**src/rtl/exec_unit.sv**
```systemverilog
// Multi-cycle execution unit: single-cycle ALU ops, 32-step shift-add multiply and restoring divide.
// One operation in flight; results are written back through a one-cycle WB state.
module exec_unit #(
  parameter int WIDTH = 32
) (
  input  logic             clk,
  input  logic             rst,
  input  logic             start,
  input  logic [3:0]       op,
  input  logic [WIDTH-1:0] a,
  input  logic [WIDTH-1:0] b,
  input  logic [3:0]       dst,
  output logic             busy,
  output logic             done,
  output logic             we,
  output logic [3:0]       wdst,
  output logic [WIDTH-1:0] y,
  output logic             ovf,
  output logic             err
);

  localparam int SHW = $clog2(WIDTH);
  localparam logic [SHW-1:0] LAST_STEP = SHW'(WIDTH - 1);

  localparam logic [3:0] OP_ADD  = 4'd0;
  localparam logic [3:0] OP_SUB  = 4'd1;
  localparam logic [3:0] OP_AND  = 4'd2;
  localparam logic [3:0] OP_OR   = 4'd3;
  localparam logic [3:0] OP_XOR  = 4'd4;
  localparam logic [3:0] OP_SLL  = 4'd5;
  localparam logic [3:0] OP_SRL  = 4'd6;
  localparam logic [3:0] OP_SRA  = 4'd7;
  localparam logic [3:0] OP_SLT  = 4'd8;
  localparam logic [3:0] OP_MUL  = 4'd9;
  localparam logic [3:0] OP_DIVU = 4'd10;
  localparam logic [3:0] OP_REMU = 4'd11;

  typedef enum logic [2:0] {
    S_IDLE = 3'd0,
    S_ALU  = 3'd1,
    S_MUL  = 3'd2,
    S_DIV  = 3'd3,
    S_WB   = 3'd4
  } state_t;

  state_t r_state;
  state_t w_next;

  logic [3:0]       r_op;
  logic [3:0]       r_dst;
  logic [WIDTH-1:0] r_a;
  logic [WIDTH-1:0] r_b;
  logic [SHW-1:0]   r_cnt;
  logic [WIDTH-1:0] r_acc;
  logic [WIDTH-1:0] r_sa;
  logic [WIDTH-1:0] r_sb;
  logic [WIDTH-1:0] r_rem;
  logic [WIDTH-1:0] r_y;
  logic             r_ovf;
  logic             r_err;

  logic             w_last;
  logic             w_illegal;
  logic [SHW-1:0]   w_shamt;
  logic [WIDTH-1:0] w_sum;
  logic [WIDTH-1:0] w_diff;
  logic             w_slt;
  logic [WIDTH-1:0] w_alu;
  logic             w_alu_ovf;
  logic [WIDTH-1:0] w_mul_acc;
  logic [WIDTH:0]   w_rem_sh;
  logic             w_rem_ge;
  logic [WIDTH:0]   w_rem_sub;
  logic [WIDTH-1:0] w_rem_nx;
  logic [WIDTH-1:0] w_quo_nx;

  assign w_last    = (r_cnt == LAST_STEP);
  assign w_illegal = (r_op > OP_REMU);
  assign w_shamt   = r_b[SHW-1:0];
  assign w_sum     = r_a + r_b;
  assign w_diff    = r_a - r_b;
  assign w_slt     = ($signed(r_a) < $signed(r_b));

  always_comb begin
    w_alu = '0;
    case (r_op)
      OP_ADD:  w_alu = w_sum;
      OP_SUB:  w_alu = w_diff;
      OP_AND:  w_alu = r_a & r_b;
      OP_OR:   w_alu = r_a | r_b;
      OP_XOR:  w_alu = r_a ^ r_b;
      OP_SLL:  w_alu = r_a << w_shamt;
      OP_SRL:  w_alu = r_a >> w_shamt;
      OP_SRA:  w_alu = $signed(r_a) >>> w_shamt;
      OP_SLT:  w_alu = {{(WIDTH-1){1'b0}}, w_slt};
      default: w_alu = '0;
    endcase
  end

  // Signed overflow: operands that agree in sign (ADD) or differ (SUB) yet flip the result sign.
  always_comb begin
    w_alu_ovf = 1'b0;
    if (r_op == OP_ADD)
      w_alu_ovf = (r_a[WIDTH-1] == r_b[WIDTH-1]) && (w_sum[WIDTH-1] != r_a[WIDTH-1]);
    else if (r_op == OP_SUB)
      w_alu_ovf = (r_a[WIDTH-1] != r_b[WIDTH-1]) && (w_diff[WIDTH-1] != r_a[WIDTH-1]);
  end

  assign w_mul_acc = r_acc + (r_sb[0] ? r_sa : '0);

  // Restoring step; a zero divisor always "fits", yielding all-ones quotient and remainder = a.
  assign w_rem_sh  = {r_rem, r_sa[WIDTH-1]};
  assign w_rem_ge  = (w_rem_sh >= {1'b0, r_b});
  assign w_rem_sub = w_rem_sh - {1'b0, r_b};
  assign w_rem_nx  = w_rem_ge ? w_rem_sub[WIDTH-1:0] : w_rem_sh[WIDTH-1:0];
  assign w_quo_nx  = {r_acc[WIDTH-2:0], w_rem_ge};

  always_ff @(posedge clk or posedge rst) begin
    if (rst) r_state <= S_IDLE;
    else     r_state <= w_next;
  end

  always_comb begin
    w_next = r_state;
    case (r_state)
      S_IDLE: begin
        if (start) begin
          if (op == OP_MUL)                         w_next = S_MUL;
          else if (op == OP_DIVU || op == OP_REMU)  w_next = S_DIV;
          else                                      w_next = S_ALU;
        end
      end
      S_ALU:   w_next = S_WB;
      S_MUL:   if (w_last) w_next = S_WB;
      S_DIV:   if (w_last) w_next = S_WB;
      S_WB:    w_next = S_IDLE;
      default: w_next = S_IDLE;
    endcase
  end

  always_comb begin
    busy = (r_state != S_IDLE);
    done = (r_state == S_WB);
    we   = (r_state == S_WB) && !r_err;
    ovf  = (r_state == S_WB) && r_ovf;
    err  = (r_state == S_WB) && r_err;
    wdst = r_dst;
    y    = r_y;
  end

  always_ff @(posedge clk or posedge rst) begin
    if (rst) begin
      r_op  <= '0;
      r_dst <= '0;
      r_a   <= '0;
      r_b   <= '0;
      r_cnt <= '0;
      r_acc <= '0;
      r_sa  <= '0;
      r_sb  <= '0;
      r_rem <= '0;
      r_y   <= '0;
      r_ovf <= 1'b0;
      r_err <= 1'b0;
    end else begin
      case (r_state)
        S_IDLE: begin
          if (start) begin
            r_op  <= op;
            r_dst <= dst;
            r_a   <= a;
            r_b   <= b;
            r_sa  <= a;
            r_sb  <= b;
            r_acc <= '0;
            r_rem <= '0;
            r_cnt <= '0;
          end
        end
        S_ALU: begin
          r_y   <= w_illegal ? '0 : w_alu;
          r_ovf <= w_illegal ? 1'b0 : w_alu_ovf;
          r_err <= w_illegal;
        end
        S_MUL: begin
          r_acc <= w_mul_acc;
          r_sa  <= r_sa << 1;
          r_sb  <= r_sb >> 1;
          r_cnt <= r_cnt + 1'b1;
          if (w_last) begin
            r_y   <= w_mul_acc;
            r_ovf <= 1'b0;
            r_err <= 1'b0;
          end
        end
        S_DIV: begin
          r_rem <= w_rem_nx;
          r_acc <= w_quo_nx;
          r_sa  <= r_sa << 1;
          r_cnt <= r_cnt + 1'b1;
          if (w_last) begin
            r_y   <= (r_op == OP_DIVU) ? w_quo_nx : w_rem_nx;
            r_ovf <= 1'b0;
            r_err <= 1'b0;
          end
        end
        default: ;
      endcase
    end
  end

endmodule
```
**config.mk**
```make
export PLATFORM = sky130hd
export DESIGN_NAME = exec_unit
export DESIGN_NICKNAME = d
export VERILOG_FILES = /design/src/rtl/exec_unit.sv
export SDC_FILE = /design/constraint.sdc
export NUM_CORES = 1
export LEC_CHECK = 0
export BUFFER_PORTS_ARGS = -buffer_cell sky130_fd_sc_hd__buf_2
export CAP_MARGIN = 25
export CORE_AREA = 4 4 219 221
export DETAILED_ROUTE_END_ITERATION = 6
export DIE_AREA = 0 0 223 225
export PLACE_DENSITY_LB_ADDON = 0.3
export SYNTH_ARGS = -nofsm -noshare
export SYNTH_HDL_FRONTEND = slang
export SYNTH_SLANG_ARGS = --single-unit
```
**constraint.sdc**
```tcl
create_clock -name clk -period 17.4 [get_ports clk]
set_clock_uncertainty 0.05 [all_clocks]
set_input_delay 2.61 -clock clk [delete_from_list [all_inputs] [get_ports clk]]
set_output_delay 2.61 -clock clk [all_outputs]
set_load 0.03 [all_outputs]
```
# Word-level counts from Yosys, hierarchy flattened
# Index checks and enable logic that the tools add are counted.
[totals]
ff_bits = 242
in_bits = 75
output_inout_bits = 41
wordCells = 105
[op_classes]
add_sub_neg = 5
magnitude_cmp = 3
n_eq_ne = 25
shifts = 3
mux = 28
bitwise_logic = 3
reduce_logical = 25
[ops]
columns = ["op", "count"]
rows = [
  ["32-bit 2-to-1 mux", 9],
  ["32-bit one-hot mux with 9 select lines", 1],
  ["32-bit one-hot mux with 2 select lines", 3],
  ["32-bit one-hot mux with 3 select lines", 2],
  ["32-bit adder", 2],
  ["32-bit subtractor", 2],
  ["33-bit by 32-bit >= comparator with 1-bit output", 1],
  ["32-bit AND", 1],
  ["32-bit < comparator", 1],
  ["32-bit bitwise OR", 1],
  ["32-bit by 5-bit << shifter with 32-bit output", 1],
  ["32-bit by 5-bit right shift with 32-bit output", 1],
  ["32-bit by 5-bit >>> shifter with 32-bit output", 1],
  ["32-bit XOR", 1],
  ["4-bit == test, second input constant", 5],
  ["4-bit by 3-bit == test with 1-bit output, second input constant", 4],
  ["2-bit AND reduction", 7],
  ["5-bit one-hot mux with 2 select lines", 1],
  ["3-bit one-hot mux with 3 select lines", 1],
  ["3-bit nonzero test", 3],
  ["4-bit by 2-bit == test with 1-bit output, second input constant", 2],
  ["2-bit nonzero test", 4],
  ["3-bit by 2-bit == test with 1-bit output, second input constant", 2],
  ["3-bit 2-to-1 mux", 2],
  ["other kinds (21)", 34],
]

# Logic depth before layout (Yosys ltp)
# Gate-level depths: netlist of run 1.
[depth]
ltp_word = 7
mapped_depth = 18
mapped_depth_nobuf = 14

# Worst setup path before layout of run 1
# Ideal clock, no wire load.
[synth_path]
kind = "reg-to-output"
start = "reg r_state[0]"
end = "out we"
arrival_ps = 2012
required_time_ps = 14740
slack_ps = 12728
stages_incl_launch_ff = 4
n_path_buf = 1
path_cell_list = "dfrtp_1 -> clkbuf_1 -> nor3b_1 -> nor2b_1"
[synth_via]
elab_chain_len = 2
[synth_lines]
columns = ["item", "line", "source"]
rows = [
  ["from (decl)", "46", "state_t r_state;"],
  ["from (signal assigned)", "120", "else r_state <= w_next;"],
  ["3-bit == test", "--", ""],
  ["net done", "14", "output logic done,"],
  ["1-bit logical AND", "144", "we = (r_state == S_WB) && !r_err;"],
  ["to (decl)", "15", "output logic we,"],
]
# The timed path passes the listed nets, and every way through them passes these cells.

# Worst setup path after layout of run 1
[layout_path]
start = "reg r_b[3]"
end = "reg r_y[8], in the netlist y[8]"
[layout_via]
elab_chain_len = 5
word_cells_on_any_way = 13
cone_classes = "add/sub: 3; order compare: 1; shift: 3; mux: 6"
[layout_lines]
columns = ["item", "line", "source"]
rows = [
  ["from (decl)", "52", "logic [WIDTH-1:0] r_b;"],
  ["from (signal assigned)", "156", "r_b <= '0;"],
  ["from (signal assigned)", "172", "r_b <= b;"],
  ["branches (longest 4 deep; another with 32-bit subtractor)", "--", ""],
  ["32-bit one-hot mux with 3 select lines (*)", "166", "case (r_state)"],
  ["to (signal assigned)", "181", "r_y <= w_illegal ? '0 : w_alu;"],
  ["to (signal assigned)", "191", "r_y <= w_mul_acc;"],
  ["to (signal assigned)", "202", "r_y <= (r_op == OP_DIVU) ? w_quo_nx : w_rem_nx;"],
  ["to (decl)", "58", "logic [WIDTH-1:0] r_y;"],
]
# Mark *: on every way between the ends. The select of a mux whose other input is x is not followed.
# A chain may end at the register's enable or synchronous reset.

==> flow_metrics.py, run 1 <==
metrics = {
    "outcome": {
        "outcome": "finished with violations",
        "violations": "DRC",
    },
    "route": {
        "via_per_inst": 6.729,
        "drtAntennaViolNets": 0,
        "drc": 7,
        "drtIter0Drc": 3034,
        "num_vias": 23360,
        "dr.max_layer_used": "met4",
        "routed_wl_mm": 93.65,
        "m1WireLength_mm": 38.87,
        "dr.pass1.iters": 7,
        "dr_wl_met2_mm": 40.71,
        "wl_per_cell_um": 26.98,
        "met3_length_mm": 10.07,
    },
    "global_route": {
        "grt.total_usage": 0.3586,
        "grt_pass1_vias": 22280,
        "gr-total-overflow": 0,
        "antenna_found_initial": 2,
        "grt_max_degree": 121,
        "grt_pass1_wl_mm": 139.7,
    },
    "yosys": {
        "syn_nets": 3100,
        "yosys_most_used_dff": "dfrtp_1",
        "synth_largest_area_cell": "dfrtp_1",
        "avgSynthCellArea_um2": 7.951,
        "synth-seq-cells": 242,
        "synth_area_leaders": "dfrtp_1 27%, ha_1 8.9%, nand2_1 6.4%",
        "postSynthCellCount": 2859,
        "synth.distinct_cells": 99,
        "ys_warn_count": 0,
        "synth_edf_count": 0,
        "async_flop_share": 1.000,
        "synth_common_cells": "388 x nand2_1, 256 x nor2_1, 242 x dfrtp_1",
        "synth_seq_area_share": 0.2664,
        "synth.most_common_cell": "nand2_1",
        "synth_area_um2": 22730,
        "synth_top_area_frac": 0.2664,
    },
    "critical_path": {
        "worst_path_most_repeated_cell": "buf_4",
        "cpPeakStageDelay_ns": 0.58,
        "cp_slowest_cell": "buf_4",
        "worstPathArrival_ns": 5.34,
        "crit_path_end_kind": "flip-flop",
        "cp_cell_sequence": "buf_4 > clkinv_1 > buf_4 > ha_1 > nand3_1 > a311o_1 > o211ai_2 > a31oi_1 > o41ai_4 > buf_4 > mux2i_1 > o21ai_1 > a221oi_1 > o21ai_1",
        "start_kind": "flip-flop",
        "crit_family": "compound AO/OA/AOI/OAI gates",
        "required_ns": 17.81,
        "worstPathMaxFanout": 65,
        "path_class": "flip-flop to flip-flop",
        "timing.critical_path.buf_inv": 4,
    },
    "power": {
        "switching_share": 0.5598,
        "p_comb_frac": 0.699,
        "powerDensity_nw_per_um2": 241.5,
        "total_leakage_power_nw": 10.76,
        "switchingPower_mw": 3.338,
        "ir_worst_vdd_mv": 0.1144,
        "clock_power_share": 0.114,
        "p_total_mw": 5.962,
        "seqPwrFrac": 0.187,
        "power.internal_mw": 2.625,
    },
    "clock_tree": {
        "cts_buffers": 31,
        "clock-sinks": 242,
        "clockBufferDepth": 3,
        "cts_tree": "done",
        "hold_buffers": 0,
        "cts_resized": 0,
        "cts_setup_buffers": 0,
        "clockRootBuffer": "clkbuf_16",
        "clkTransAtPathRegs_ns": 0.06,
        "htreeDepth": 1,
        "insertion_delay_ns": 0.62,
    },
    "layout": {
        "diodes": 0,
        "layout.nets": 3082,
        "drive_gt1_frac": 0.1135,
        "synthToLayoutAreaGrowth_pct": 8.598,
    },
    "job": {
        "cap_violations": 0,
    },
    "floorplan": {
        "dieArea_um2": 50180,
        "die_h_um": 225,
        "core_area_um2": 46160,
        "num_rows": 79,
        "ioPinCount": 116,
        "initial_core_util": 0.4925,
        "die_w_um": 223,
    },
    "timing": {
        "max_freq_ghz": 0.2027,
        "setup_viol": 0,
        "period_share": 0.2835,
        "rsz0062_at_grt": "no",
        "finalHoldViolCount": 0,
        "drv_slew": 0,
        "relSlewSlack": 0.2549,
        "tns_ns": 0,
        "tightest_slew_ns": 1.114,
        "min_period_ns": 4.933,
    },
    "placed_design": {
        "place_hpwl_mm": 70.05,
        "gp_congestion": 0.9927,
        "io_buffers": 115,
    },
    "min_path": {
        "hp-class": "flip-flop to flip-flop",
    },
}
## worst min-delay path, stage by stage (launching register included)
cell and delay (ns):
dfrtp_1 0.34, nand2_1 0.05, nand2_1 0.06
## power by group through the flow
stage / Sequential (mW) / Clock [mW] / Combinational [mW]
after global placement: 1.10 / 0 / 3.98
final: 1.11 / 0.681 / 4.17
after global routing: 1.14 / 0.712 / 4.46
after CTS: 1.10 / 0.690 / 4.02
after detailed placement: 1.11 / 0 / 4.00
after floorplan: 1.03 / 0 / 2.83
## cells in the final DEF, fill, tap and decap left out, types with 38 or more instances in the layout
master	synthesis	routed
mux2i_1	72	72
buf_4	7	38
o21ai_1	63	63
nand2_1	388	386
o22ai_1	38	38
mux4_2	53	53
o21ai_0	200	200
ha_1	162	162
inv_1	115	114
nand3_1	115	114
nor3_1	45	45
xnor2_1	40	40
a21oi_1	203	203
dfrtp_1	242	238
nor2_1	256	253
and2_1	45	44
buf_2	27	115
a31oi_1	45	45
## worst paths after layout
| path | startpoint | endpoint | slack (ns) | depth (start not counted) |
|---|---|---|---|---|
| setup / recovery | r_b[3] | y[8] | 12.47 | 14 |
| hold / removal | wdst[2] | wdst[2] | 0.43 | 2 |
| setup reg to reg | r_b[3] | y[8] | 12.47 | 14 |
| hold reg to reg | wdst[2] | wdst[2] | 0.43 | 2 |
| max in group asynchronous | rst | r_b[1] | 13.89 | 3 |
| min in group asynchronous | rst | r_sa[6] | 2.14 | 2 |
## sequential cells by signal (all words and copies together), names as in the netlist
signal	flops
r_err	1
r_acc	32
r_sb	32
r_state	3
r_sa	32
r_a	32
y	32
r_op	4
r_ovf	1
r_rem	32
r_b	32
r_cnt	5
wdst	4
## logic make-up after synthesis
kind of cell | synth area share
flops | 0.2664
compound gates | 0.2682
simple gates | 0.1956
fa+ha+maj | 0.09269
buf+inv | 0.05945
mux | 0.09263
xor+xnor | 0.02504
## layout make-up
class                   instances  area [um2]
fillers                      4323       21470
multi-input cells            2287       15380
flip-flops and latches        242        6066
repair buffers                156       943.4
clock buffers                  43       900.9
well taps                     607       759.5
inverters                     123       469.2
clock inverters                13       165.2
## per-stage QoR
| step | setup slack (ns) | instance area (um2) | std cells | utilization | hold WS [ns] |
|---|---|---|---|---|---|
| floorplan | 8.095 | 22730 | 2859 | - | 0.3902 |
| global placement | 12.76 | 23540 | 3412 | 0.5099 | 0.4026 |
| detailed placement | 12.59 | 23540 | 3412 | 0.5099 | 0.4121 |
| CTS | 12.57 | 24600 | 3468 | 0.5330 | 0.4261 |
| global route | 12.14 | 24690 | 3471 | 0.5348 | 0.4563 |
| finish | 12.47 | 24690 | 3471 | 0.5348 | 0.4273 |
## per-layer routing
metal  GRT usage  vias to the layer above
li1            -                    10410
met1      0.5050                    11470
met2      0.5504                     1281
met3     0.07763                      194
met4      0.1239                        0
met5           0                        -
No activity file was read; power rests on OpenSTA's default activity.
==> inputs of run 2 (changes only) <==
==> constraint.sdc (replaced) <==
create_clock -name clk -period 4.7 [get_ports clk]
set_clock_uncertainty 0.05 [all_clocks]
set_input_delay 0.705 -clock clk [delete_from_list [all_inputs] [get_ports clk]]
set_output_delay 0.705 -clock clk [all_outputs]
set_load 0.03 [all_outputs]
==> run 2 against run 1 <==
Compared with the run above: setup slack got worse by 12 ns; sequential share of layout area decreased by 0.29 points; total power grew to 3.8 times the previous value; the flow now finishes without violations; sequential cell count unchanged; sequential power rose to 3.6 times the previous value.
==> flow_metrics.py, run 2 (same netlist as run 1, synthesis figures left out) <==
metrics = {
    "power": {
        "p_total_mw": 22.41,
        "total_leakage_power_nw": 10.91,
        "switching_share": 0.5561,
        "powerDensity_nw_per_um2": 896.9,
        "p_comb_frac": 0.703,
        "ir_worst_vdd_mv": 0.4926,
        "power.internal_mw": 9.945,
        "seqPwrFrac": 0.180,
        "clock_power_share": 0.117,
        "switchingPower_mw": 12.46,
    },
    "critical_path": {
        "worstPathMaxFanout": 64,
        "start_kind": "flip-flop",
        "path_class": "flip-flop to flip-flop",
        "required_ns": 5.14,
        "worstPathArrival_ns": 4.55,
        "crit_path_end_kind": "flip-flop",
        "rrSetupSlack_ns": 0.59,
    },
    "global_route": {
        "grt_pass1_vias": 22540,
        "grt_use_met1": 0.5022,
        "met3_usage": 0.07659,
        "busiest_layer": "met2",
        "global_route.usage.met2": 0.5522,
        "grt.total_usage": 0.3602,
        "antenna_found_initial": 10,
        "grt_pass1_wl_mm": 140.6,
        "gr-total-overflow": 0,
        "grt_max_degree": 88,
    },
    "placed_design": {
        "place_hpwl_mm": 71.12,
        "io_buffers": 115,
        "place_area_um2": 23850,
        "gp_congestion": 0.9832,
        "placed_cells": 3446,
        "pre_cts_ws_ns": 0.5985,
    },
    "clock_tree": {
        "clock-sinks": 242,
        "cts_tree": "done",
        "clockBufferDepth": 3,
        "insertion_delay_ns": 0.62,
        "cts_resized": 0,
        "clkTransAtPathRegs_ns": 0.06,
        "hold_buffers": 1,
        "cts_setup_buffers": 0,
        "htreeDepth": 1,
        "clockRootBuffer": "clkbuf_16",
        "cts_buffers": 30,
    },
    "route": {
        "routed_wl_mm": 93.97,
        "drtAntennaViolNets": 0,
        "num_vias": 23600,
        "drtIter0Drc": 3163,
        "dr.pass1.iters": 6,
        "via_per_inst": 6.730,
        "wl_per_cell_um": 26.80,
        "drc": 0,
    },
    "timing": {
        "max_freq_ghz": 0.2434,
        "drv_slew": 0,
        "rsz0062_at_grt": "no",
        "whs_ns": 0.2261,
        "tns_ns": 0,
        "finalHoldViolCount": 0,
        "relSlewSlack": 0.2680,
        "tightest_slew_ns": 1.094,
        "period_share": 0.8742,
        "min_period_ns": 4.109,
        "setup_viol": 0,
        "setup_ws_ns": 0.5911,
    },
    "layout": {
        "layout_commonest_cell": "nand2_1",
        "utilization": 0.5412,
        "final_cell_mix": "386 x nand2_1, 253 x nor2_1, 238 x dfrtp_1",
        "nFillCells": 4341,
        "drive_gt1_frac": 0.1229,
        "synthToLayoutAreaGrowth_pct": 9.902,
        "final_area_um2": 24980,
        "layout.nets": 3114,
        "stdcell_count": 3507,
    },
    "min_path": {
        "hp-class": "primary input to flip-flop",
    },
    "floorplan": {
        "num_rows": 79,
        "die_h_um": 225,
        "core_area_um2": 46160,
        "dieArea_um2": 50180,
        "die_w_um": 223,
        "initial_core_util": 0.4925,
        "ioPinCount": 116,
    },
    "job": {
        "cap_violations": 0,
    },
    "outcome": {
        "outcome": "finished clean",
    },
}
==> run 2: cell count changes in the layout (fill, tap and decap cells not counted), moves of 2 or more <==
| cell | delta |
|---|---|
| buf_12 | +5 |
| bufinv_16 | +3 |
| clkinvlp_4 | +5 |
| buf_16 | -2 |
| clkinv_4 | -2 |
| clkbuf_8 | -6 |
| buf_4 | +29 |
| diode_2 | +3 |
==> run 2: worst paths after layout <==
| kind | startpoint | end | cells after the start |
|---|---|---|---|
| max in group asynchronous | rst | r_a[21] | 4 |
| hold / removal | dst[3] | wdst[3] | 3 |
| setup / recovery | r_b[1] | y[29] | 11 |
| setup reg to reg | r_b[1] | y[29] | 11 |
| min in group asynchronous | rst | wdst[1] | 3 |
| hold reg to reg | wdst[2] | wdst[2] | 2 |
==> run 2: area by class of cell <==
| class | count | area (um2) | area share |
|---|---|---|---|
| antenna | 3 | 7.507 | 0.0003005 |
| inverter | 123 | 465.4 | 0.01863 |
| timing repair buffer | 189 | 1216 | 0.04868 |
| multi-input combinational | 2287 | 15380 | 0.6155 |
| tap | 607 | 759.5 | 0.03040 |
| sequential | 242 | 6066 | 0.2428 |
| clock buffer | 36 | 793.3 | 0.03175 |
| clock inverter | 20 | 297.8 | 0.01192 |
==> run 2: worst max-delay path: stages (launching register included) <==
cell       delay, ns
dfrtp_4         0.62
buf_4           0.76
mux4_2          0.61
mux2_2          0.28
nor2_1          0.09
a211o_1         0.15
a22o_1          0.27
o2111ai_1       0.20
a21oi_1         0.18
o211ai_1        0.10
a41o_1          0.24
o41a_1          0.40
==> run 2: metal layers <==
layer	routed length (um)	share of wire	up-vias
met3	9881	0.11	245
met2	40780	0.43	1358
met1	38820	0.41	11460
li1	-	-	10530
met5	46	0.00049	-
met4	4450	0.047	8
==> run 2: power by group through the flow <==
stage                     logic, mW  clock network [mW]  registers [mW]
after global routing           16.9                2.71            4.13
final                          15.8                2.62            4.03
after detailed placement       15.2                   0            4.01
after floorplan                10.5                   0            3.81
after CTS                      15.3                2.64            3.98
after global placement         15.1                   0            3.97
